`src/rtl/enemy_formation_drawer.sv`:
```
// Walks a grid formation of enemies and streams the shared sprite ROM into the VGA plot port.
// Supports animation frames, transparent pixels, screen clipping and an erase pass.
module enemy_formation_drawer #(
  parameter int SPRITE_W = 16,
  parameter int SPRITE_H = 8,
  parameter int FRAMES = 2,
  parameter int NUM_ENEMIES = 8,
  parameter int COLS = 4,
  parameter int STEP_X = 20,
  parameter int STEP_Y = 12,
  parameter int SCREEN_W = 320,
  parameter int SCREEN_H = 240,
  parameter logic [2:0] TRANSPARENT = 3'b000,
  parameter logic [2:0] BG_COLOUR = 3'b000,
  parameter int ROM_AW = $clog2(FRAMES * SPRITE_W * SPRITE_H),
  parameter int FRAME_W = (FRAMES > 1) ? $clog2(FRAMES) : 1
) (
  input  logic                   clock,
  input  logic                   resetn,
  input  logic                   start,
  input  logic                   erase,
  input  logic [FRAME_W-1:0]     frame,
  input  logic [8:0]             form_x,
  input  logic [7:0]             form_y,
  input  logic [NUM_ENEMIES-1:0] alive,
  output logic [ROM_AW-1:0]      rom_address,
  input  logic [2:0]             rom_q,
  output logic [8:0]             final_x_pos,
  output logic [7:0]             final_y_pos,
  output logic [2:0]             colour,
  output logic                   plot,
  output logic                   busy,
  output logic                   done
);

  // state  | meaning
  // IDLE   | waiting for start
  // SELECT | test alive bit of enemy idx, skip dead ones
  // DRAW   | one ROM address per cycle for enemy idx
  // DRAIN  | flush the final plot stage
  // DONE   | one-cycle done pulse

  localparam int IW  = (NUM_ENEMIES > 1) ? $clog2(NUM_ENEMIES) : 1;
  localparam int CXW = (SPRITE_W > 1) ? $clog2(SPRITE_W) : 1;
  localparam int CYW = (SPRITE_H > 1) ? $clog2(SPRITE_H) : 1;

  typedef enum logic [2:0] {IDLE, SELECT, DRAW, DRAIN, DONE} state_t;

  state_t                 state;
  logic [IW-1:0]          idx;
  logic [CXW-1:0]         cx;
  logic [CYW-1:0]         cy;
  logic                   erase_r;
  logic [FRAME_W-1:0]     frame_r;
  logic [8:0]             form_x_r;
  logic [7:0]             form_y_r;
  logic [NUM_ENEMIES-1:0] alive_r;

  logic                   p_valid;
  logic                   p_erase;
  logic [9:0]             p_x;
  logic [9:0]             p_y;
  logic [8:0]             last_x;
  logic [7:0]             last_y;
  logic [2:0]             last_colour;

  logic [9:0]             px;
  logic [9:0]             py;
  logic [2:0]             pix_colour;

  // Coordinates kept 10 bits wide so that off-screen pixels never wrap back on screen.
  always_comb begin
    px = 10'(int'(form_x_r) + (int'(idx) % COLS) * STEP_X + int'(cx));
    py = 10'(int'(form_y_r) + (int'(idx) / COLS) * STEP_Y + int'(cy));
    rom_address = ROM_AW'(int'(frame_r) * (SPRITE_W * SPRITE_H) + int'(cy) * SPRITE_W + int'(cx));
  end

  // rom_q arrives in the cycle after the address, so plot is formed here from the delayed stage.
  always_comb begin
    pix_colour  = p_erase ? BG_COLOUR : rom_q;
    plot        = p_valid && (p_x < 10'(SCREEN_W)) && (p_y < 10'(SCREEN_H)) &&
                  (p_erase || (rom_q != TRANSPARENT));
    final_x_pos = plot ? p_x[8:0] : last_x;
    final_y_pos = plot ? p_y[7:0] : last_y;
    colour      = plot ? pix_colour : last_colour;
  end

  always_ff @(posedge clock) begin
    if (!resetn) begin
      state       <= IDLE;
      idx         <= '0;
      cx          <= '0;
      cy          <= '0;
      erase_r     <= 1'b0;
      frame_r     <= '0;
      form_x_r    <= '0;
      form_y_r    <= '0;
      alive_r     <= '0;
      p_valid     <= 1'b0;
      p_erase     <= 1'b0;
      p_x         <= '0;
      p_y         <= '0;
      last_x      <= '0;
      last_y      <= '0;
      last_colour <= '0;
      busy        <= 1'b0;
      done        <= 1'b0;
    end else begin
      done    <= 1'b0;
      p_valid <= (state == DRAW);
      p_erase <= erase_r;
      p_x     <= px;
      p_y     <= py;
      if (plot) begin
        last_x      <= p_x[8:0];
        last_y      <= p_y[7:0];
        last_colour <= pix_colour;
      end
      case (state)
        IDLE: begin
          if (start) begin
            erase_r  <= erase;
            frame_r  <= frame;
            form_x_r <= form_x;
            form_y_r <= form_y;
            alive_r  <= alive;
            idx      <= '0;
            busy     <= 1'b1;
            state    <= SELECT;
          end
        end
        SELECT: begin
          if (alive_r[idx]) begin
            cx    <= '0;
            cy    <= '0;
            state <= DRAW;
          end else if (idx == IW'(NUM_ENEMIES - 1)) begin
            state <= DRAIN;
          end else begin
            idx <= idx + 1'b1;
          end
        end
        DRAW: begin
          if (cx == CXW'(SPRITE_W - 1)) begin
            cx <= '0;
            if (cy == CYW'(SPRITE_H - 1)) begin
              cy <= '0;
              if (idx == IW'(NUM_ENEMIES - 1)) begin
                state <= DRAIN;
              end else begin
                idx   <= idx + 1'b1;
                state <= SELECT;
              end
            end else begin
              cy <= cy + 1'b1;
            end
          end else begin
            cx <= cx + 1'b1;
          end
        end
        DRAIN: begin
          busy  <= 1'b0;
          done  <= 1'b1;
          state <= DONE;
        end
        DONE: begin
          state <= IDLE;
        end
        default: begin
          busy  <= 1'b0;
          state <= IDLE;
        end
      endcase
    end
  end

endmodule

```
`config.mk`:
```
export PLATFORM = sky130hd
export DESIGN_NAME = enemy_formation_drawer
export DESIGN_NICKNAME = d
export VERILOG_FILES = /design/src/rtl/enemy_formation_drawer.sv
export SDC_FILE = /design/constraint.sdc
export NUM_CORES = 1
export LEC_CHECK = 0
export BUFFER_PORTS_ARGS = -buffer_cell sky130_fd_sc_hd__buf_2
export CORE_ASPECT_RATIO = 0.7
export CORE_UTILIZATION = 40
export DETAILED_ROUTE_END_ITERATION = 10
export PLACE_DENSITY = 0.61
export SYNTH_ARGS = -nofsm -noshare
export SYNTH_HDL_FRONTEND = slang
export SYNTH_SLANG_ARGS = --single-unit
```
`constraint.sdc`:
```
create_clock -name clock -period 4.3 [get_ports clock]
set_input_delay 0.43 -clock clock [delete_from_list [all_inputs] [get_ports clock]]
set_output_delay 0.43 -clock clock [all_outputs]
set_load 0.02 [all_outputs]
```
==> results.yml <==
worst_setup_path:
  timing.rr.start: "idx[0]$_SDFFE_PN0P_"
  worst_setup_path_start_kind: "flop"
  worstSetupPathType: "flop to output port"
  crit_arrival_ns: 2.23
  cp-startpoint: "p_x[9]$_SDFF_PN0_"
  critPathRequiredTime_ns: 3.87
  crit_path_end_kind: "output port"
  critPathMaxFanout: 24
pwr:
  p_per_area_nw_per_um2: 414
  p_leak_nw: 2.08
  clock_power_share_pct: 49.9
  pwr-share-seq_pct: 43.8
  swShare_pct: 20.5
  power_frac_comb_pct: 6.4
  irDropWorstVdd_v: 0.000245
  power_switching_mw: 0.381
  internal-power_mw: 1.48
run_status:
  status: "finished, final reports clean"
timing:
  fin_ws_ns: 1.64
  rsz0062_at_grt: "no"
  min_period_over_period_pct: 61.9
  min_period_ns: 2.66
  hold_viol_final: 0
  slew_headroom_pct: 39.1
  finalSetupTns_ns: 0
  maxSlewViolCount: 0
  clock_skew_ns: 0.00722
  max_freq_mhz: 376
  setup_viol: 0
  worstMarginPinSlew_ns: 0.913
logic_synthesis:
  synth_commonest_cells: "dfxtp_1, nand2_1, a21oi_1, and2_1, ha_1"
  synthArstFlopShare_pct: 0
  netlist.area_leader.share_pct: 44.5
  syn-num-nets: 470
  yosysSeqAreaShare_pct: 44.5
  synth_cell_types: 45
  synth_edf_count: 0
  postSynthCellCount: 410
  synth_most_common_cell: "dfxtp_1"
  ys_ff_latch: 83
  yosys.area.top_type: "dfxtp_1"
  netlist_area_sq_um: 3740
  synth_area_leaders: "dfxtp_1, ha_1, nand2_1"
  synth_warnings: 0
  syn_area_per_cell_sq_um: 9.12
  synth-main-ff-cell: "dfxtp_1"
hold_path:
  hp-start: "alive[5]"
  hold_path.class: "input port to flop"
clock_tree:
  cts_root_buf: "clkbuf_16"
  cts_setup_buffers: 0
  path_clk_slew_ns: 0.06
  htree_num_levels: 3
  clock-sinks: 83
  ctsLongestPathBuffers: 2
  postCtsResizedCells: 0
  holdBufCountCts: 0
  insertion_delay_ns: 0.34
  cts_tree: "done"
  numCtsBuffers: 9
global_routing:
  grt_max_degree: 40
  grt_pass1_wl_um: 13300
  grt-ovfl-total: 0
  grt_use_total_pct: 17.4
  grt_pass1_vias: 2662
  antenna_found_initial: 0
routing:
  firstDrtPassIters: 4
  final_antenna_net_count: 0
  wl_per_cell_um: 13.4
  wl_um: 7970
  num_vias: 2880
  via_per_inst: 4.85
  drtIter0Drc: 148
  drc: 0
floorplan:
  row_count: 29
  die_x_um: 118
  dieArea_sq_um: 9740
  start_util_pct: 41.2
  io_pins: 64
  core_area_sq_um: 9070
  die_h_um: 82.9
cells_and_area:
  area_growth_pct: 20.4
  layout.nets: 526
  diodes: 0
  fill_cells: 860
  drive_gt1_share_pct: 21.5
placement:
  pre_cts_slack_ns: 1.73
  portBuffers: 63
  gp_congestion: 0.816
  hpwl_um: 5840
run:
  drv_cap: 0
==> final timing paths <==
check	to	slack, ns	cells after the start
min	alive_r[5]$_SDFFE_PN0P_	0.33	3
max reg2reg	p_x[7]$_SDFF_PN0_	1.83	9
max	colour[2]	1.64	4
min reg2reg	alive_r[2]$_SDFFE_PN0P_	0.45	2
==> cell type report <==
| type | instances | area [sq um] | area share (%) |
|---|---|---|---|
| Clock buffer | 10 | 239 | 5.31 |
| Clock inverter | 5 | 125 | 2.78 |
| Multi-Input combinational cell | 290 | 1930 | 42.8 |
| Sequential cell | 83 | 1660 | 36.9 |
| Inverter | 18 | 67.6 | 1.50 |
| Timing Repair Buffer | 64 | 323 | 7.18 |
| Tap cell | 124 | 155 | 3.45 |
==> metrics by stage <==
step                      hold WS [ns]  utilization [%]  instance area (sq um)  cells  total power, mW
after floorplan                  0.430                -                   3740    410            0.909
after global routing             0.327             49.6                   4500    594             1.94
after detailed placement         0.445             45.6                   4130    579            0.950
after CTS                        0.310             49.6                   4500    594             1.89
final                            0.326             49.6                   4500    594             1.86
after global placement           0.438             45.6                   4130    579            0.947
==> sequential cells by signal, summed over array words and instances, names as in the netlist <==
signal       flops
alive_r          8
busy             1
cx               4
cy               3
done             1
erase_r          1
form_x_r         9
form_y_r         8
frame_r          1
idx              3
last_colour      3
last_x           9
last_y           8
p_erase          1
p_valid          1
p_x             10
p_y              9
state            3
==> worst max-delay path: stages, from the launching register on <==
cell	delay, ns
dfxtp_1	0.31
nor3b_1	0.27
nand4_2	0.60
o21ai_0	0.48
buf_2	0.23
==> metal layers <==
layer / global-route usage (%) / routed length [um] / vias to the layer above
met2: 24.1 / 3110 / 70
met1: 25.4 / 4340 / 1286
met4: 5.59 / 91 / 0
met3: 5.43 / 430 / 10
li1: - / - / 1514
met5: 0 / 0 / -
==> power by group through the flow <==
| stage | logic (mW) | registers [mW] | clock network (mW) |
|---|---|---|---|
| after global placement | 0.116 | 0.831 | 0 |
| after floorplan | 0.0848 | 0.824 | 0 |
| after global routing | 0.135 | 0.818 | 0.982 |
| final | 0.119 | 0.815 | 0.929 |
| after CTS | 0.119 | 0.815 | 0.955 |
| after detailed placement | 0.118 | 0.832 | 0 |
==> cells in the final DEF (no fill, tap or decap), drive strengths merged, types with 4 or more instances in the layout <==
master / count
bufinv: 4
nor2: 17
and2: 29
nand3: 6
o21ai: 16
a21oi: 43
buf: 64
dfxtp: 83
a211oi: 4
inv: 17
mux2: 19
a21o: 5
clkbuf: 10
ha: 22
nand2b: 5
nand2: 71
nor3: 4
fa: 5
or3: 5
==> cell families after synthesis <==
group	after synthesis	synth area share (%)
AO/OA/AOI/OAI	84	13.1
XOR/XNOR	6	1.41
adder cells (fa/ha/maj)	27	10.0
buffers and inverters	37	3.98
flip-flops	83	44.5
multiplexers	22	7.50
AND/OR/NAND/NOR	151	19.5
Power figures use the tool's default switching activity.
